File: src/rtl/serial_subtractor.sv
// serial_subtractor
// Bit-serial subtractor: computes Diff = A - B - Bin over WIDTH clock cycles
// using a single full-subtractor cell and a registered borrow.
//
// Handshake: start is honoured only in IDLE. The edge that sees IDLE with
// start=1 captures A, B and Bin. busy stays high through RUN and DONE. done
// pulses for exactly one cycle, and Diff/Bout are valid during that cycle.
// start has no effect in RUN or DONE, and nothing is queued.
//
// Ports
//   clk        rising-edge clock
//   rst_n      asynchronous active-low reset
//   start      launch request (sampled in IDLE only)
//   A, B       unsigned minuend / subtrahend, WIDTH bits
//   Bin        initial borrow-in
//   busy       high in RUN and DONE
//   done       one-cycle result-valid pulse
//   Diff       registered difference, held between operations
//   Bout       registered final borrow-out, held between operations
//   fsm_state  current FSM state (0=IDLE, 1=RUN, 2=DONE) for observation
module serial_subtractor #(
    parameter int WIDTH = 8
) (
    input  logic             clk,
    input  logic             rst_n,
    input  logic             start,
    input  logic [WIDTH-1:0] A,
    input  logic [WIDTH-1:0] B,
    input  logic             Bin,
    output logic             busy,
    output logic             done,
    output logic [WIDTH-1:0] Diff,
    output logic             Bout,
    output logic [1:0]       fsm_state
);

    localparam int CW = $clog2(WIDTH + 1);

    typedef enum logic [1:0] {
        IDLE = 2'd0,
        RUN  = 2'd1,
        DONE = 2'd2
    } state_t;

    state_t           state_q, state_d;
    logic [WIDTH-1:0] a_sr, b_sr, res_sr;
    logic             br;
    logic [CW-1:0]    cnt;

    logic             a_i, b_i, d_bit, br_next, last_bit;

    // Full-subtractor cell on the current LSBs.
    always_comb begin
        a_i      = a_sr[0];
        b_i      = b_sr[0];
        d_bit    = a_i ^ b_i ^ br;
        br_next  = (~(a_i ^ b_i) & br) | (~a_i & b_i);
        last_bit = (cnt == CW'(WIDTH - 1));
    end

    // Next-state logic.
    always_comb begin
        state_d = state_q;
        case (state_q)
            IDLE:    if (start)    state_d = RUN;
            RUN:     if (last_bit) state_d = DONE;
            DONE:                  state_d = IDLE;
            default:               state_d = IDLE;
        endcase
    end

    always_ff @(posedge clk or negedge rst_n) begin
        if (!rst_n) begin
            state_q <= IDLE;
        end else begin
            state_q <= state_d;
        end
    end

    // Datapath: operand shift registers, result assembly, borrow and counter.
    always_ff @(posedge clk or negedge rst_n) begin
        if (!rst_n) begin
            a_sr   <= '0;
            b_sr   <= '0;
            res_sr <= '0;
            br     <= 1'b0;
            cnt    <= '0;
            Diff   <= '0;
            Bout   <= 1'b0;
        end else begin
            case (state_q)
                IDLE: begin
                    if (start) begin
                        a_sr   <= A;
                        b_sr   <= B;
                        br     <= Bin;
                        res_sr <= '0;
                        cnt    <= '0;
                    end
                end
                RUN: begin
                    a_sr   <= {1'b0, a_sr[WIDTH-1:1]};
                    b_sr   <= {1'b0, b_sr[WIDTH-1:1]};
                    // Each new difference bit enters at the MSB, so after
                    // WIDTH shifts bit 0 has arrived at the LSB.
                    res_sr <= {d_bit, res_sr[WIDTH-1:1]};
                    br     <= br_next;
                    cnt    <= cnt + 1'b1;
                    if (last_bit) begin
                        // The register has not taken the final shift yet,
                        // so publish the shifted value directly.
                        Diff <= {d_bit, res_sr[WIDTH-1:1]};
                        Bout <= br_next;
                    end
                end
                default: ;
            endcase
        end
    end

    // These outputs decode the state register directly. No input feeds them.
    always_comb begin
        busy      = (state_q != IDLE);
        done      = (state_q == DONE);
        fsm_state = state_q;
    end

endmodule

File: config.mk
export PLATFORM = sky130hd
export DESIGN_NAME = serial_subtractor
export DESIGN_NICKNAME = d
export VERILOG_FILES = /design/src/rtl/serial_subtractor.sv
export SDC_FILE = /design/constraint.sdc
export NUM_CORES = 1
export LEC_CHECK = 0
export ABC_AREA = 1
export ABC_CLOCK_PERIOD_IN_PS = 3550
export CORE_UTILIZATION = 41
export DETAILED_ROUTE_END_ITERATION = 10
export DONT_BUFFER_PORTS = 1
export HOLD_SLACK_MARGIN = 0.05
export PLACE_DENSITY = 0.65
export SYNTH_ARGS = -nofsm -noshare
export SYNTH_HDL_FRONTEND = slang
export SYNTH_SLANG_ARGS = --single-unit
File: constraint.sdc
create_clock -name clk -period 3.55 [get_ports clk]
set_clock_uncertainty 0.1 [all_clocks]
set_input_delay 0.5325 -clock clk [delete_from_list [all_inputs] [get_ports clk]]
set_output_delay 0.5325 -clock clk [all_outputs]
set_load 0.02 [all_outputs]
==> impl_results.md <==
- Status: completed
- Diodes inserted: 0
- Peak supply drop: 0.346 mV
- Leak: 0.953 nW
- Min Tclk post-route: 1.98 ns
- # DRC: 0
- Final net count: 222
- Antenna violations before repair: 0
- Critical-path cell list: inv_1, nand2_1, nor2_1, o21bai_1
- Power Density: 909 nW/um^2
- Worst R2R End: fsm_state[0]$_DFFE_PN0P_
- CTS buffer count: 5
- # rows: 23
- Initial Util: 0.428
- Critical path type: register to register
- R2R Setup Slk: 1.57 ns
- Setup TNS Final: 0 ns
- Tot GR Track Use: 0.180
- Min-Delay Path Depth: 2
- Worst path required time: 3.63 ns
- Hold Vio Cnt, Final: 0
- Largest net degree at the start of global routing: 40
- Final WL: 3340 um
- Register area: 976 um^2
- DPL Wire Length: 2090 um
- DR pass1 iterations: 4
- Vias in the first global route: 1,231
- Clock buffer depth: 2
- IO Count: 33
- Worst r2r src: fsm_state[1]$_DFFE_PN0P_
- Initial DRC count: 89
- Buf/Inv on CP: 1
- Synthesis Warnings: 0
- Port bufs: 0
- Routed wire per std cell: 13.3 um
- Die Y: 66.8 um
- Multi-input logic area: 657 um^2
- Final setup fails: 0
- Largest fanout on the critical path: 29
- Cells after Synth: 200
- Root buffer cell: clkbuf_8
- Fmax: 506 MHz
- Synth cell types: 17
- Final WS setup: 1.57 ns
- CTS tree: yes
- H-tree depth: 2
- Antenna-violating nets left: 0
- Pre-CTS WS: 1.59 ns
- First-pass GRT wire length: 5690 um
- Clk_lat worst skew: 0.29 ns
- Slowest-stage cell, CP: nand2_1
- CP Capture Type: register
- CP delay by family, top: simple AND/OR/NAND/NOR gates
- Max cap viols: 0
- CTS Hold Bufs: 2
- Post-synthesis cell area: 1720 um^2
- Post-Syn Area per Cell: 8.62 um^2
- Die area: 4470 um^2
- Setup crit start kind: register
- Filler instances: 414
- Tcrit/Tclk final: 0.556
- CTS-repair resized insts: 0
- Hold endpoint: a_sr[7]$_DFFE_PN0P_
- Synthesized net count: 222
- Vias per std cell: 5.20
- Clock sink count: 39
- Vias: 1,304
- Arrival @ worst endpoint: 2.05 ns
- RSZ-0062 raised after global routing: false
- Global route overflow: 0
- Setup Buffers After CTS: 0
- HP Start: A[7]
- Worst-Margin Slew: 0.926 ns
- Slowest cell delay on critical path: 0.71 ns
- Sequential area share after synthesis: 0.566
- R2R depth: 4
- Clock transition at path regs: 0.08 ns
- Max-slew violation count: 0
- P&R area growth vs syn: 9.29%
- Rel. slew slack: 0.381
- Core Box Area: 4030 um^2
- #FFs+latches synth: 39
- Hold Crit Class: input port to register
- Die W: 66.8 um
- GPL Wtd Cong: 0.710
- Share of cells above drive strength 1: 0.0647
cells by family after synthesis:
kind of cell,Yosys count,share of synthesized area
flops,39,0.566
simple gates,138,0.352
buf+inv,18,0.0530
compound gates,3,0.0102
fa+ha+maj,2,0.0189
cells in the mapped netlist, drive strengths merged:
| library cell | number | area share |
|---|---|---|
| ha | 1 | 0.0073 |
| nand2 | 69 | 0.15 |
| inv | 7 | 0.015 |
| o21ai | 2 | 0.0058 |
| o21bai | 1 | 0.0044 |
| clkbuf | 1 | 0.0029 |
| fa | 1 | 0.012 |
| nand3 | 61 | 0.18 |
| dfrtp | 39 | 0.57 |
| nor2 | 7 | 0.021 |
| nand4 | 1 | 0.0036 |
| buf | 10 | 0.035 |
stage by stage:
stage          instance area, um^2  power, mW  hold slack [ns]   util  cells
2_1_floorplan                 1720       1.23            0.137      -    200
3_3_place_gp                  1740       1.33            0.138  0.431    241
3_5_place_dp                  1740       1.34            0.138  0.431    241
4_1_cts                       1880       1.74            0.237  0.468    251
5_1_grt                       1880       1.86            0.233  0.468    251
6_report                      1880       1.71            0.247  0.468    251
per-layer routing:
layer / share of wire / GRT usage / vias up
met3: 0.069 / 0.0805 / 6
met1: 0.49 / 0.233 / 618
met2: 0.43 / 0.260 / 26
met5: 0 / 0 / -
met4: 0.017 / 0.0718 / 0
li1: - / - / 654
cell type report:
cell class / instances / share of cell area
sequential: 39 / 0.518
timing repair buffer: 4 / 0.0239
multi-input combinational: 143 / 0.349
inverter: 7 / 0.0139
clock buffer: 6 / 0.0438
tap: 50 / 0.0332
clock inverter: 2 / 0.0186
worst max-delay path by stage:
stage / start / end / slack [ns] / cells after the start
floorplan: fsm_state[1]$_DFFE_PN0P_ / busy / 1.84 / 3
global placement: fsm_state[1]$_DFFE_PN0P_ / fsm_state[0]$_DFFE_PN0P_ / 1.61 / 4
detailed placement: fsm_state[1]$_DFFE_PN0P_ / fsm_state[0]$_DFFE_PN0P_ / 1.59 / 4
CTS: fsm_state[1]$_DFFE_PN0P_ / fsm_state[0]$_DFFE_PN0P_ / 1.57 / 4
global route: fsm_state[1]$_DFFE_PN0P_ / fsm_state[0]$_DFFE_PN0P_ / 1.35 / 4
finish: fsm_state[1]$_DFFE_PN0P_ / fsm_state[0]$_DFFE_PN0P_ / 1.57 / 4
registers in the layout, summed over array words and instances, names as in the netlist:
register,count
a_sr,8
br,1
b_sr,8
fsm_state,2
cnt,4
Diff,8
Bout,1
res_sr,7
layout by cell type, fill, tap and decap left out, drive strengths merged:
cell	instances
buf	3
bufinv	1
clkbuf	6
clkinv	1
dfrtp	39
dlygate4sd3	1
fa	1
ha	1
inv	7
nand2	69
nand3	61
nand4	1
nor2	7
o21ai	2
o21bai	1
power breakdown:
| group | total [mW] | internal (mW) | switching (mW) | leakage [nW] |
|---|---|---|---|---|
| Clock | 0.384 | 0.227 | 0.157 | 0.0612 |
| Combinational | 0.495 | 0.176 | 0.319 | 0.396 |
| Sequential | 0.833 | 0.632 | 0.201 | 0.496 |
No activity file was read; power rests on OpenSTA's default activity.
==> RTL edit 1: new RTL, config.mk and constraints unchanged <==
Add an input register stage for `start`, `A`, `B` and `Bin`, without a reset; this delays them by one clock. Comments in the files are not updated.
--- a/src/rtl/serial_subtractor.sv
+++ b/src/rtl/serial_subtractor.sv
@@ -44,2 +44,14 @@
 
+    logic start_q;
+    logic [WIDTH-1:0] A_q;
+    logic [WIDTH-1:0] B_q;
+    logic Bin_q;
+
+    always_ff @(posedge clk) begin
+        start_q <= start;
+        A_q     <= A;
+        B_q     <= B;
+        Bin_q   <= Bin;
+    end
+
     state_t           state_q, state_d;
@@ -64,3 +76,3 @@
         case (state_q)
-            IDLE:    if (start)    state_d = RUN;
+            IDLE:    if (start_q)    state_d = RUN;
             RUN:     if (last_bit) state_d = DONE;
@@ -92,6 +104,6 @@
                 IDLE: begin
-                    if (start) begin
-                        a_sr   <= A;
-                        b_sr   <= B;
-                        br     <= Bin;
+                    if (start_q) begin
+                        a_sr   <= A_q;
+                        b_sr   <= B_q;
+                        br     <= Bin_q;
                         res_sr <= '0;
Check against the original RTL: not equivalent (Yosys sat finds a counterexample within 4 cycles, from zero or initial values and one cycle with rst_n low).
==> RTL edit 1 against the original RTL <==
- wire length is 6.3% higher
- power up 23%
- largest power group unchanged
- worst hold slack got worse by 0.13 ns
- sequential cell count up 18
- cell area grew 25%
- area after synthesis grew 24%
- setup slack got worse by 0.077 ns
==> RTL edit 1: results <==
export IMPL_drive_gt1_share_pct=9.87
export IMPL_worst_slew_pin_slew_ns=0.595
export IMPL_synth_fp_nets=239
export IMPL_synth_area_leaders="dfrtp_1 46%, dfxtp_1 17%, nand3_1 16%"
export IMPL_crit_arrival_ns=1.42
export IMPL_hold_path_depth=0
export IMPL_fill_cells=484
export IMPL_grt_util_met3_pct=8.67
export IMPL_insertion_delay_ns=0.33
export IMPL_dp_slack_ns=1.75
export IMPL_netlist_top_cells_count="67 x nand3_1, 54 x nand2_1, 39 x dfrtp_1, 18 x dfxtp_1, 8 x inv_1"
export IMPL_seq_power_share_pct=48.9
export IMPL_dpl_hpwl_um=2200
export IMPL_power_internal_mw=1.35
export IMPL_final_cells=290
export IMPL_reg2reg_to="Diff[7]"
export IMPL_hold_slack_ns=0.121
export IMPL_placedInstanceArea_um2=2130
export IMPL_grtUsageMet1_pct=19.0
export IMPL_cellLeakagePower_nw=1.14
export IMPL_yosysSeqAreaShare_pct=62.6
export IMPL_holdPathEnd="B_q[4]"
export IMPL_dp_cells=272
export IMPL_status="finished, final reports clean"
export IMPL_met1_length_um=1750
export IMPL_netSwitchingPower_uw=757
export IMPL_critPathMaxStageDelay_ns=0.52
export IMPL_grt_usage_pct=15.3
-- RTL edit 1: changes by cell type in the layout (fill, tap and decap cells not counted), sizes merged, moves of 2 or more --
cell | before | now
nand3 | 61 | 67
clkbuf | 6 | 15
dfxtp | 0 | 18
o21ai | 2 | 4
inv | 7 | 10
nor2 | 7 | 5
nand2 | 69 | 57
buf | 3 | 1
-- RTL edit 1: logic make-up after synthesis --
logic type               share of synthesized area (%)
AND/OR/NAND/NOR                                   28.2
flip-flops                                        62.6
buffers and inverters                             6.10
AO/OA/AOI/OAI                                     1.17
adder cells (fa/ha/maj)                           1.52
XOR/XNOR                                         0.410
-- RTL edit 1: final cells by class --
type | instances | area (um^2) | area share [%]
clock buffer | 15 | 198 | 8.37
clock inverter | 1 | 5.00 | 0.212
inverter | 10 | 40.0 | 1.70
multi-input combinational | 138 | 668 | 28.3
sequential | 57 | 1340 | 56.6
tap | 67 | 83.8 | 3.55
timing repair buffer | 2 | 30.0 | 1.27
==> RTL edit 2: new RTL, config.mk and constraints unchanged <==
Made on the original files. The parameter `WIDTH` goes from 8 to 16.
--- a/src/rtl/serial_subtractor.sv
+++ b/src/rtl/serial_subtractor.sv
@@ -21,3 +21,3 @@
 module serial_subtractor #(
-    parameter int WIDTH = 8
+    parameter int WIDTH = 16
 ) (
Ports: changed (resized A, B and Diff); port bits go from 33 to 57. No check against the original RTL was run, so the function may have changed too.
==> RTL edit 2 against the original RTL <==
- register-to-register slack got worse by 0.11 ns
- setup slack lost 0.14 ns
- combinational power grew 62%
- cell area rose by 78%
- worst hold slack got worse by 0.034 ns
- critical path depth fell by 1
- sequential cell count rose by 33
- synthesized cell count is 65% higher
- die area rose by 76%
- count of clock-buffer cells in the layout increased by 5
- area after synthesis is 79% higher
- wire length is 78% higher
- power increased by 70%
- highest routed layer unchanged
==> RTL edit 2: results <==
export IMPL_syn_inst=329
export IMPL_cts_inserted_buffers=9
export IMPL_path_class="reg -> out"
export IMPL_dp_cells=410
export IMPL_r2r_start="fsm_state[0]"
export IMPL_crit_arrival_ns=1.49
export IMPL_hold_slack_ns=0.213
export IMPL_cellLeakagePower_nw=1.58
export IMPL_routabilityCongestion=0.717
export IMPL_fill_cells=722
export IMPL_grt_pass1_wl_um=9620
export IMPL_grt_usage_pct=16.5
export IMPL_synth_fp_nets=368
export IMPL_grt_max_degree=73
export IMPL_crit_family="flip-flops"
export IMPL_insertion_delay_ns=0.34
export IMPL_synth_area_leaders="dfrtp_1 58%, nand3_1 16%, nand2_1 7.4%"
export IMPL_netlist_top_cells_count="99 x nand3_1, 72 x dfrtp_1, 61 x nand2_1, 25 x inv_1, 17 x o21ai_1"
export IMPL_drt_wl_total_um=5930
export IMPL_crit_slowest_cell="dfrtp_1"
export IMPL_drt_iter0_drc=135
export IMPL_nNetsFinal=363
export IMPL_dpl_hpwl_um=3710
export IMPL_r2r_slack_ns=1.46
export IMPL_min_from="B[15]"
export IMPL_yosysSeqAreaShare_pct=58.4
export IMPL_syn_area_per_cell_um2=9.38
export IMPL_placedInstanceArea_um2=3090
export IMPL_ys_types=21
export IMPL_top_regs="Diff: 16 flops, a_sr: 16 flops, b_sr: 16 flops"
export IMPL_status="finished, final reports clean"
export IMPL_critPathMaxStageDelay_ns=0.52
export IMPL_reg2reg_depth=6
export IMPL_drive_gt1_share_pct=7.60
export IMPL_ir_drop_mv=0.307
[RTL edit 2: changes by cell type after synthesis, sizes merged, moves of 4 or more]
cell | before | now
clkbuf | 1 | 8
o22ai | 0 | 16
o21ai | 2 | 18
nand2 | 69 | 64
buf | 10 | 14
inv | 7 | 25
nand3 | 61 | 99
dfrtp | 39 | 72
[RTL edit 2: path summary, 6_finish.rpt]
path | to
setup / recovery | busy
hold / removal | b_sr[15]
setup reg to reg | Diff[10]
hold reg to reg | b_sr[1]
max in group asynchronous | b_sr[0]
min in group asynchronous | Diff[4]
[RTL edit 2: cell families (layout without fill, tap and decap cells)]
logic type | count (synthesis) | after routing | synth area share [%]
AOI/OAI and AO/OA | 36 | 36 | 6.57
adders and majority gates | 3 | 3 | 1.46
buffers and inverters | 47 | 47 | 8.03
DFF | 72 | 72 | 58.4
and+or+nand+nor | 171 | 171 | 25.5
[RTL edit 2: routing by layer]
metal	share of wire [%]	track usage, %	vias up
li1	-	-	1096
met1	46	21.9	1028
met2	47	24.5	62
met3	5.7	6.06	4
met4	1.3	7.04	0
met5	0	0	-
[RTL edit 2: layout make-up]
class	instances	area, um^2	share of cell area, %
multi-input cells	210	1040	31.0
clock inverters	5	80.1	2.39
clock buffers	11	141	4.22
inverters	25	93.8	2.80
well taps	99	124	3.70
flip-flops and latches	72	1800	53.8
repair buffers	6	67.6	2.02
[RTL edit 2: stage by stage]
stage / worst slack, ns / total power, mW
finish: 1.43 / 2.90
global route: 1.23 / 3.13
CTS: 1.39 / 2.94
detailed placement: 1.47 / 2.20
global placement: 1.49 / 2.17
floorplan: 1.79 / 2.06
[RTL edit 2: where the power goes]
part	total, mW	internal [mW]	switching [mW]
sequential	1.40	1.14	0.258
combinational	0.802	0.291	0.511
clock	0.706	0.414	0.292
